==> config.mk <==
export PLATFORM = sky130hd
export DESIGN_NAME = pipe_reg_chain_flat
export DESIGN_NICKNAME = d
export VERILOG_FILES = /design/src/rtl/pipe_pkg.sv /design/src/rtl/pipe_reg_chain_if.sv /design/src/rtl/pipe_reg_stage.sv /design/src/rtl/pipe_reg_chain.sv /design/src/flat_wrapper.sv
export SDC_FILE = /design/constraint.sdc
export NUM_CORES = 1
export LEC_CHECK = 0
export CAP_MARGIN = 20
export CORE_MARGIN = 1
export CORE_UTILIZATION = 48
export CTS_BUF_LIST = sky130_fd_sc_hd__clkbuf_2 sky130_fd_sc_hd__clkbuf_4 sky130_fd_sc_hd__clkbuf_8
export DETAILED_ROUTE_END_ITERATION = 7
export GPL_TIMING_DRIVEN = 0
export PLACE_DENSITY = 0.79
export RECOVER_POWER = 50
export SYNTH_ARGS = -nofsm -noshare
export SYNTH_HDL_FRONTEND = slang
export SYNTH_SLANG_ARGS = --single-unit
==> constraint.sdc <==
create_clock -name clk -period 2.9 [get_ports clk]
set_input_delay 0.58 -clock clk [delete_from_list [all_inputs] [get_ports clk]]
set_output_delay 0.58 -clock clk [all_outputs]
set_load 0.01 [all_outputs]
==> src/rtl/pipe_pkg.sv <==
// Shared constants and helpers for the pipelined register chain.
package pipe_pkg;

    localparam int unsigned DEF_DATA_W = 64;
    localparam int unsigned DEF_CTRL_W = 8;
    localparam int unsigned DEF_DEPTH  = 2;
    localparam int unsigned DEF_CNT_W  = 16;
    localparam int unsigned MAX_DEPTH  = 8;

    // Number of set bits in a stage-valid vector (zero-extended to MAX_DEPTH).
    function automatic logic [3:0] popcount(input logic [MAX_DEPTH-1:0] v);
        logic [3:0] c;
        c = '0;
        for (int i = 0; i < int'(MAX_DEPTH); i++) begin
            c = c + 4'(v[i]);
        end
        return c;
    endfunction

endpackage

==> src/rtl/pipe_reg_chain_if.sv <==
// Upstream/downstream handshake bundle for pipe_reg_chain plus its status outputs.
interface pipe_reg_chain_if #(
    parameter int unsigned DATA_W = pipe_pkg::DEF_DATA_W,
    parameter int unsigned CTRL_W = pipe_pkg::DEF_CTRL_W,
    parameter int unsigned DEPTH  = pipe_pkg::DEF_DEPTH,
    parameter int unsigned CNT_W  = pipe_pkg::DEF_CNT_W
) ();
    localparam int unsigned OCC_W = $clog2(DEPTH + 1);

    logic              in_valid;
    logic              in_ready;
    logic [DATA_W-1:0] in_data;
    logic [CTRL_W-1:0] in_ctrl;
    logic              flush;
    logic              out_valid;
    logic              out_ready;
    logic [DATA_W-1:0] out_data;
    logic [CTRL_W-1:0] out_ctrl;
    logic [OCC_W-1:0]  occupancy;
    logic [CNT_W-1:0]  drop_cnt;

    modport master (
        output in_valid, in_data, in_ctrl, flush, out_ready,
        input  in_ready, out_valid, out_data, out_ctrl, occupancy, drop_cnt
    );

    modport slave (
        input  in_valid, in_data, in_ctrl, flush, out_ready,
        output in_ready, out_valid, out_data, out_ctrl, occupancy, drop_cnt
    );
endinterface

==> src/rtl/pipe_reg_stage.sv <==
// One valid/data/ctrl register stage with hold, bubble insertion and flush.
module pipe_reg_stage #(
    parameter int unsigned DATA_W = pipe_pkg::DEF_DATA_W,
    parameter int unsigned CTRL_W = pipe_pkg::DEF_CTRL_W
) (
    input  logic              clk,
    input  logic              rst_n,
    input  logic              i_flush,
    input  logic              i_ready,
    input  logic              i_up_valid,
    input  logic [DATA_W-1:0] i_up_data,
    input  logic [CTRL_W-1:0] i_up_ctrl,
    output logic              o_valid,
    output logic [DATA_W-1:0] o_data,
    output logic [CTRL_W-1:0] o_ctrl
);
    logic              r_valid;
    logic [DATA_W-1:0] r_data;
    logic [CTRL_W-1:0] r_ctrl;

    // Data is only ever cleared by reset; bubbles and flushes keep the old payload.
    always_ff @(posedge clk or negedge rst_n) begin
        if (!rst_n) begin
            r_valid <= 1'b0;
            r_data  <= '0;
            r_ctrl  <= '0;
        end else if (i_flush) begin
            r_valid <= 1'b0;
            r_ctrl  <= '0;
        end else if (i_ready) begin
            if (i_up_valid) begin
                r_valid <= 1'b1;
                r_data  <= i_up_data;
                r_ctrl  <= i_up_ctrl;
            end else begin
                r_valid <= 1'b0;
                r_ctrl  <= '0;
            end
        end
    end

    assign o_valid = r_valid;
    assign o_data  = r_data;
    assign o_ctrl  = r_ctrl;
endmodule

==> src/rtl/pipe_reg_chain.sv <==
// Elastic register chain of DEPTH stages with flush, occupancy and saturating drop counter.
module pipe_reg_chain #(
    parameter int unsigned DATA_W = pipe_pkg::DEF_DATA_W,
    parameter int unsigned CTRL_W = pipe_pkg::DEF_CTRL_W,
    parameter int unsigned DEPTH  = pipe_pkg::DEF_DEPTH,
    parameter int unsigned CNT_W  = pipe_pkg::DEF_CNT_W
) (
    input  logic               clk,
    input  logic               rst_n,
    pipe_reg_chain_if.slave    bus
);
    import pipe_pkg::*;

    localparam int unsigned OCC_W = $clog2(DEPTH + 1);
    localparam int unsigned SUM_W = CNT_W + 4;

    logic [DEPTH-1:0]  w_valid;
    logic [DATA_W-1:0] w_data [DEPTH];
    logic [CTRL_W-1:0] w_ctrl [DEPTH];
    logic [DEPTH:0]    w_ready;
    logic [3:0]        w_pop;
    logic [SUM_W-1:0]  w_sum;
    logic [SUM_W-1:0]  w_max;
    logic [CNT_W-1:0]  r_drop_cnt;

    assign w_ready[DEPTH] = bus.out_ready;

    for (genvar k = 0; k < int'(DEPTH); k++) begin : g_stage
        logic              w_up_valid;
        logic [DATA_W-1:0] w_up_data;
        logic [CTRL_W-1:0] w_up_ctrl;

        if (k == 0) begin : g_head
            assign w_up_valid = bus.in_valid;
            assign w_up_data  = bus.in_data;
            assign w_up_ctrl  = bus.in_ctrl;
        end else begin : g_body
            assign w_up_valid = w_valid[k-1];
            assign w_up_data  = w_data[k-1];
            assign w_up_ctrl  = w_ctrl[k-1];
        end

        assign w_ready[k] = ~w_valid[k] | w_ready[k+1];

        pipe_reg_stage #(
            .DATA_W (DATA_W),
            .CTRL_W (CTRL_W)
        ) u_stage (
            .clk        (clk),
            .rst_n      (rst_n),
            .i_flush    (bus.flush),
            .i_ready    (w_ready[k]),
            .i_up_valid (w_up_valid),
            .i_up_data  (w_up_data),
            .i_up_ctrl  (w_up_ctrl),
            .o_valid    (w_valid[k]),
            .o_data     (w_data[k]),
            .o_ctrl     (w_ctrl[k])
        );
    end

    assign w_pop = popcount(MAX_DEPTH'(w_valid));
    assign w_sum = SUM_W'(r_drop_cnt) + SUM_W'(w_pop);
    assign w_max = SUM_W'({CNT_W{1'b1}});

    // Every beat still valid on a flush edge is lost; count it, saturating.
    always_ff @(posedge clk or negedge rst_n) begin
        if (!rst_n) begin
            r_drop_cnt <= '0;
        end else if (bus.flush) begin
            if (w_sum > w_max) begin
                r_drop_cnt <= {CNT_W{1'b1}};
            end else begin
                r_drop_cnt <= r_drop_cnt + CNT_W'(w_pop);
            end
        end
    end

    assign bus.in_ready  = w_ready[0] & ~bus.flush;
    assign bus.out_valid = w_valid[DEPTH-1] & ~bus.flush;
    assign bus.out_data  = w_data[DEPTH-1];
    assign bus.out_ctrl  = bus.out_valid ? w_ctrl[DEPTH-1] : '0;
    assign bus.occupancy = OCC_W'(w_pop);
    assign bus.drop_cnt  = r_drop_cnt;
endmodule

==> src/flat_wrapper.sv <==
// flat-port wrapper written by rule: the top's interface ports become plain ports
module pipe_reg_chain_flat import pipe_pkg::*;
#(
    parameter int unsigned DATA_W = pipe_pkg::DEF_DATA_W,
    parameter int unsigned CTRL_W = pipe_pkg::DEF_CTRL_W,
    parameter int unsigned DEPTH  = pipe_pkg::DEF_DEPTH,
    parameter int unsigned CNT_W  = pipe_pkg::DEF_CNT_W
)
  (clk, rst_n, bus_in_valid, bus_in_data, bus_in_ctrl, bus_flush, bus_out_ready, bus_in_ready, bus_out_valid, bus_out_data, bus_out_ctrl, bus_occupancy, bus_drop_cnt);
  pipe_reg_chain_if #(.DATA_W(DATA_W), .CTRL_W(CTRL_W), .DEPTH(DEPTH), .CNT_W(CNT_W)) bus_i ();
  input  logic clk;
  input  logic rst_n;
  input wire logic [$bits(bus_i.in_valid)-1:0] bus_in_valid;
  input wire logic [$bits(bus_i.in_data)-1:0] bus_in_data;
  input wire logic [$bits(bus_i.in_ctrl)-1:0] bus_in_ctrl;
  input wire logic [$bits(bus_i.flush)-1:0] bus_flush;
  input wire logic [$bits(bus_i.out_ready)-1:0] bus_out_ready;
  output wire logic [$bits(bus_i.in_ready)-1:0] bus_in_ready;
  output wire logic [$bits(bus_i.out_valid)-1:0] bus_out_valid;
  output wire logic [$bits(bus_i.out_data)-1:0] bus_out_data;
  output wire logic [$bits(bus_i.out_ctrl)-1:0] bus_out_ctrl;
  output wire logic [$bits(bus_i.occupancy)-1:0] bus_occupancy;
  output wire logic [$bits(bus_i.drop_cnt)-1:0] bus_drop_cnt;
  assign bus_i.in_valid = bus_in_valid;
  assign bus_i.in_data = bus_in_data;
  assign bus_i.in_ctrl = bus_in_ctrl;
  assign bus_i.flush = bus_flush;
  assign bus_i.out_ready = bus_out_ready;
  assign bus_in_ready = bus_i.in_ready;
  assign bus_out_valid = bus_i.out_valid;
  assign bus_out_data = bus_i.out_data;
  assign bus_out_ctrl = bus_i.out_ctrl;
  assign bus_occupancy = bus_i.occupancy;
  assign bus_drop_cnt = bus_i.drop_cnt;
  pipe_reg_chain #(.DATA_W(DATA_W), .CTRL_W(CTRL_W), .DEPTH(DEPTH), .CNT_W(CNT_W)) u_core (.clk(clk), .rst_n(rst_n), .bus(bus_i));
endmodule
* Word-level counts from Yosys, hierarchy flattened *
Index checks and enable logic that the tools add are counted.

operators by class
  multiplexer cells = 14
  add/subtract/negate cells = 3
  bitwise logic cells = 7
  reductions and logical operators = 4
  $lt $le $gt $ge = 1

operator list
  operator                                                                number
  8-bit 2-to-1 mux                                                        7
  20-bit by 16-bit > comparator with 1-bit output, second input constant  1
  16-bit by 4-bit adder with 17-bit output                                1
  16-bit by 4-bit adder with 16-bit output                                1
  16-bit 2-to-1 mux                                                       1
  1-bit 2-to-1 mux                                                        6
  3-bit AND reduction                                                     2
  2-bit nonzero test                                                      2
  1-bit inverter                                                          3
  1-bit by 1-bit adder with 2-bit output                                  1
  1-bit AND                                                               2
  1-bit OR                                                                2

storage, ports and cells
  flip-flop bits (word level) = 162
  input bits = 77
  logic and storage cells = 36
  output and inout bits = 92

* Depth between registers and ports, before layout *
  depth in word-level cells = 5
  mapped depth = 8
  mapped depth without buffers = 7

* Cells and area by module *
Synthesis repeated with hierarchy kept, for this count alone.

unflattened totals
  cell total of the unflattened synthesis = 446
  area total of the unflattened synthesis = 7171.9 um^2

by module, submodules not included
  module          area each (um^2)  instances  cells each  seq. area each (um^2)
  pipe_reg_stage  3105.5            2          175         1826.8
  pipe_reg_chain  960.9             1          96          400.4

* Worst setup path before layout *
OpenSTA, ideal clock, no wires.

  path type = register to register
  start point = register u_core.g_stage[0].u_stage.r_valid
  end point = register u_core.r_drop_cnt[9] (netlist: u_core.bus.drop_cnt[9])
  period minus slack after synthesis = 2.233 ns
  data required time = 2.828 ns
  cell stages (with the launch flop) = 9
  setup time = 0.072 ns
  buffers on the path = 1
  arrival = 2.161 ns
  slack = 0.667 ns
  cell sequence = dfrtp_1 > ha_1 > ha_1 > fa_1 > nand4_1 > or4_4 > buf_6 > and4_1 > nor2_1

on the way
  cells in the longest elaborated chain, start to end = 4
  elaborated cells between the ends (all ways) = 5
  classes of those cells = 3 x add/sub; 1 x order compare; 1 x mux

RTL lines
  element                                          line                  RTL
  start, declared                                  pipe_reg_stage.sv:17  logic r_valid;
  start signal, assigned                           pipe_reg_stage.sv:24  r_valid <= 1'b0;
  start signal, assigned                           pipe_reg_stage.sv:28  r_valid <= 1'b0;
  start signal, assigned                           pipe_reg_stage.sv:32  r_valid <= 1'b1;
  1-bit by 1-bit adder with 2-bit output (*)       pipe_pkg.sv:15        c = c + 4'(v[i]);
  via bus_occupancy[0]                             flat_wrapper.sv:22    output wire logic [$bits(bus_i.occupancy)-1:0] bus_occupancy;
  16-bit by 4-bit adder with 17-bit output         pipe_reg_chain.sv:63  assign w_sum = SUM_W'(r_drop_cnt) + SUM_W'(w_pop);
  20-bit by 16-bit > comparator with 1-bit output  pipe_reg_chain.sv:71  if (w_sum > w_max) begin
  16-bit 2-to-1 mux (*)                            pipe_reg_chain.sv:71
  end signal, assigned                             pipe_reg_chain.sv:72  r_drop_cnt <= {CNT_W{1'b1}};
  end signal, assigned                             pipe_reg_chain.sv:74  r_drop_cnt <= r_drop_cnt + CNT_W'(w_pop);
  end, declared                                    pipe_reg_chain.sv:24  logic [CNT_W-1:0] r_drop_cnt;

The timed path passes the listed nets; every way through them passes the cells marked *.
A chain may end at the register's enable or synchronous reset.

* Final worst setup path *
  start point = input bus_flush
  end point = output bus_out_ctrl[4]

on the way
  cells in the longest elaborated chain, start to end = 3

RTL lines
  element                   line                  RTL
  start, declared           flat_wrapper.sv:16    input wire logic [$bits(bus_i.flush)-1:0] bus_flush;
  1-bit inverter (no line)  -
  1-bit AND                 pipe_reg_chain.sv:80  assign bus.out_valid = w_valid[DEPTH-1] & ~bus.flush;
  8-bit 2-to-1 mux          pipe_reg_chain.sv:82  assign bus.out_ctrl = bus.out_valid ? w_ctrl[DEPTH-1] : '0;
  end, declared             flat_wrapper.sv:21    output wire logic [$bits(bus_i.out_ctrl)-1:0] bus_out_ctrl;

Every way passes these cells.

==> out/summary.json <==
{
  "synthArstFlopShare": {"value": 1.00},
  "cts_inserted_buffers": {"value": 17},
  "total_leakage_power": {"value": 0.00423, "unit": "uW"},
  "cts-htree-levels": {"value": 4},
  "maxCapViolations": {"value": 1},
  "synth.yosys.seq_area_share": {"value": 0.639},
  "grt_overflow_total": {"value": 0},
  "drtIter0Drc": {"value": 268},
  "synth.avg_cell_area": {"value": 11.3, "unit": "um^2"},
  "drt-vias-per-instance": {"value": 4.98},
  "path_clk_slew": {"value": 80, "unit": "ps"},
  "cts_root_buffer": {"value": "sky130_fd_sc_hd__clkbuf_8"},
  "grt_first_pass_wirelength": {"value": 23500, "unit": "um"},
  "crit_buf_inv": {"value": 5},
  "edff_count_synth": {"value": 0},
  "final-max-slew-violation-count": {"value": 64},
  "grt_antenna_before_repair": {"value": 0},
  "syn-instance-count": {"value": 561},
  "floorplan.die.height": {"value": 117, "unit": "um"},
  "grt_pass1_vias": {"value": 4830},
  "die_width": {"value": 117, "unit": "um"},
  "syn_to_final_growth": {"value": 37.9, "unit": "%"},
  "cts_num_sinks": {"value": 162},
  "ir_drop": {"value": 0.463, "unit": "mV"},
  "critical-path-top-delay-family": {"value": "buffers and inverters"},
  "synth_area": {"value": 6340, "unit": "um^2"},
  "worst_hold_slack": {"value": 466, "unit": "ps"},
  "final.setup_skew": {"value": 8.32, "unit": "ps"},
  "finalCoreUtilization": {"value": 0.685},
  "reg2reg_setup_slack": {"value": 520, "unit": "ps"},
  "data_required_time_of_the_worst_path": {"value": 2320, "unit": "ps"},
  "first_pass_iters": {"value": 4},
  "failed_checks": {"value": "max-capacitance violations, max-slew violations"},
  "pwr_cell_area": {"value": 685, "unit": "nW/um^2"},
  "hold_class": {"value": "register to register"},
  "synth_warnings": {"value": 0},
  "final_period_minus_worst_setup_slack": {"value": 2820, "unit": "ps"},
  "worst-path-max-fanout": {"value": 10},
  "synthFlopType": {"value": "sky130_fd_sc_hd__dfrtp_1"},
  "nets": {"value": 830},
  "initial_utilization": {"value": 0.496},
  "grt_max_degree": {"value": 100},
  "crit_chain": {"value": "clkdlybuf4s50_1 > buf_4 > nor2b_1 > buf_4 > nand2_1 > inv_1 > clkdlybuf4s50_1"},
  "cp.arrival": {"value": 2240, "unit": "ps"},
  "critical-path-slowest-cell": {"value": "sky130_fd_sc_hd__clkdlybuf4s50_1"},
  "num_antenna_cells": {"value": 0},
  "wl": {"value": 14500, "unit": "um"},
  "layout_common_cells": {"value": "221 x sky130_fd_sc_hd__nand2_1, 162 x sky130_fd_sc_hd__dfrtp_1, 119 x sky130_fd_sc_hd__clkdlybuf4s50_1, 69 x sky130_fd_sc_hd__mux2_2, 43 x sky130_fd_sc_hd__dlygate4sd3_1"},
  "global_route.usage.total": {"value": 0.231},
  "critical-path-max-stage-delay": {"value": 530, "unit": "ps"},
  "layout.cells.non_filler": {"value": 934},
  "multi_input_comb_area": {"value": 2120, "unit": "um^2"},
  "post_cts_hold_buffer_count": {"value": 0},
  "cts_buffer_depth": {"value": 2},
  "coreArea": {"value": 12800, "unit": "um^2"},
  "fillCellCount": {"value": 928},
  "detailed_place_hpwl": {"value": 10300, "unit": "um"},
  "slew_headroom": {"value": -0.0741},
  "route.detailed.drc": {"value": 0},
  "critPathKind": {"value": "input pin to primary output"},
  "timing_hold_violations_final": {"value": 0},
  "io_pins": {"value": 169},
  "final_layout_size_suffix_gt1_frac": {"value": 0.160},
  "row_count": {"value": 41},
  "placedCellCount": {"value": 902},
  "layout.area.seq": {"value": 4050, "unit": "um^2"},
  "synth_seq_cells": {"value": 162},
  "place_congestion": {"value": 0.833},
  "finalSetupViolations": {"value": 0},
  "portbufs": {"value": 168},
  "drtAntennaViolNets": {"value": 0},
  "syn-num-nets": {"value": 642},
  "run_status": {"value": "finished with violations"},
  "wl_per_cell": {"value": 15.5, "unit": "um"},
  "vias": {"value": 4654},
  "rsz_0062_raised_after_global_routing": {"value": "false"},
  "die_area": {"value": 13700, "unit": "um^2"},
  "final.period_utilization": {"value": 0.971},
  "critical_path_start_type": {"value": "input pin"},
  "worst-slew-pin-transition": {"value": 1610, "unit": "ps"},
  "timing.critical_path.to_type": {"value": "primary output"},
  "pre_cts_slack": {"value": -204, "unit": "ps"},
  "final_common_cell": {"value": "sky130_fd_sc_hd__nand2_1"},
  "cts_tree": {"value": "done"},
  "max_freq": {"value": 0.355, "unit": "GHz"},
  "clk_latency": {"value": 450, "unit": "ps"},
  "synth_cell_type_count": {"value": 34},
  "post-route-worst-setup-slack": {"value": 84.1, "unit": "ps"}
}
## cell families after synthesis
kind of cell | Yosys count | synth area share
AND/OR/NAND/NOR | 259 | 0.168
flip-flops | 162 | 0.639
multiplexers | 69 | 0.123
XOR/XNOR | 3 | 0.00414
adder cells (fa/ha/maj) | 4 | 0.00908
AO/OA/AOI/OAI | 30 | 0.0306
buffers and inverters | 34 | 0.0260
## sequential cells by signal (all words and copies together) (netlist names)
| signal | count |
|---|---|
| u_core.g_stage.u_stage.o_ctrl | 16 |
| u_core.g_stage.u_stage.o_valid | 2 |
| u_core.g_stage.u_stage.o_data | 128 |
| u_core.bus.drop_cnt | 16 |
## area by class of cell
cell class                      instances  area share
Clock inverter                          8      0.0167
Inverter                                9     0.00386
Clock buffer                           24      0.0370
Buffer                                 25      0.0159
Multi-Input combinational cell        365       0.242
Sequential cell                       162       0.463
Timing Repair Buffer                  169       0.196
Tap cell                              172      0.0246
## where the power goes
part,internal (uW),switching (uW)
clock network,1090,781
registers,2640,246
logic,695,541
total,4420,1570
## final timing paths
check | from | endpoint | depth (start not counted)
min in group asynchronous | rst_n | u_core.g_stage[1].u_stage.o_data[13]$_DFFE_PN0P_ | 1
max in group asynchronous | rst_n | u_core.g_stage[0].u_stage.o_data[40]$_DFFE_PN0P_ | 2
setup / recovery | bus_flush | bus_out_ctrl[4] | 7
setup reg to reg | u_core.g_stage[0].u_stage.o_valid$_DFFE_PN0P_ | u_core.bus.drop_cnt[9]$_DFFE_PN0P_ | 8
hold reg to reg | u_core.g_stage[0].u_stage.o_data[59]$_DFFE_PN0P_ | u_core.g_stage[1].u_stage.o_data[59]$_DFFE_PN0P_ | 2
hold / removal | u_core.g_stage[0].u_stage.o_data[59]$_DFFE_PN0P_ | u_core.g_stage[1].u_stage.o_data[59]$_DFFE_PN0P_ | 2
## cells in the mapped netlist (all sizes together), types with 2 or more instances
master,instances,area (um^2)
nand4,6,52.6
a22o,8,70.1
and3,3,18.8
nand2b,3,18.8
or2,2,12.5
ha,3,37.5
a21oi,6,30.0
nor2,8,30.0
xor2,2,17.5
nor3,2,10.0
or4,2,20.0
buf,16,97.6
nand2,221,830
nor4,3,18.8
o21ai,13,68.8
nand3,3,15.0
o22a,2,17.5
dfrtp,162,4050
nor2b,3,18.8
mux2,69,777
clkbuf,9,33.8
inv,9,33.8
## worst register-to-register path, stage by stage (launching register included)
cell and delay [ps]:
sky130_fd_sc_hd__dfrtp_1 420, sky130_fd_sc_hd__ha_1 320, sky130_fd_sc_hd__ha_1 180, sky130_fd_sc_hd__fa_1 260, sky130_fd_sc_hd__nand4_1 160, sky130_fd_sc_hd__or4_4 540
sky130_fd_sc_hd__buf_6 150, sky130_fd_sc_hd__and4_1 190, sky130_fd_sc_hd__nor2_1 90
## metal layers
metal / share of wire / global-route usage / routed length [um] / up-vias
met4: 0.025 / 0.105 / 365 / 0
li1: - / - / - / 2203
met1: 0.41 / 0.280 / 5990 / 2286
met2: 0.48 / 0.374 / 6990 / 139
met3: 0.077 / 0.0803 / 1110 / 26
met5: 0 / 0 / 0 / -
## through the flow
stage	power, uW	TNS (ps)	instance area [um^2]
6_report	5990	0	8750
4_1_cts	6120	0	8740
5_1_grt	6300	0	8750
3_5_place_dp	4230	-1580	8270
2_1_floorplan	3420	0	6340
3_3_place_gp	4170	-787670	8240
## repair_timing
item | 4_1_cts | 5_1_grt
endpoints found under the setup margin | 9 | 8
setup buffers | 0 | 0
resized for setup | 3 | 9
(Power assumes the default switching activity.)
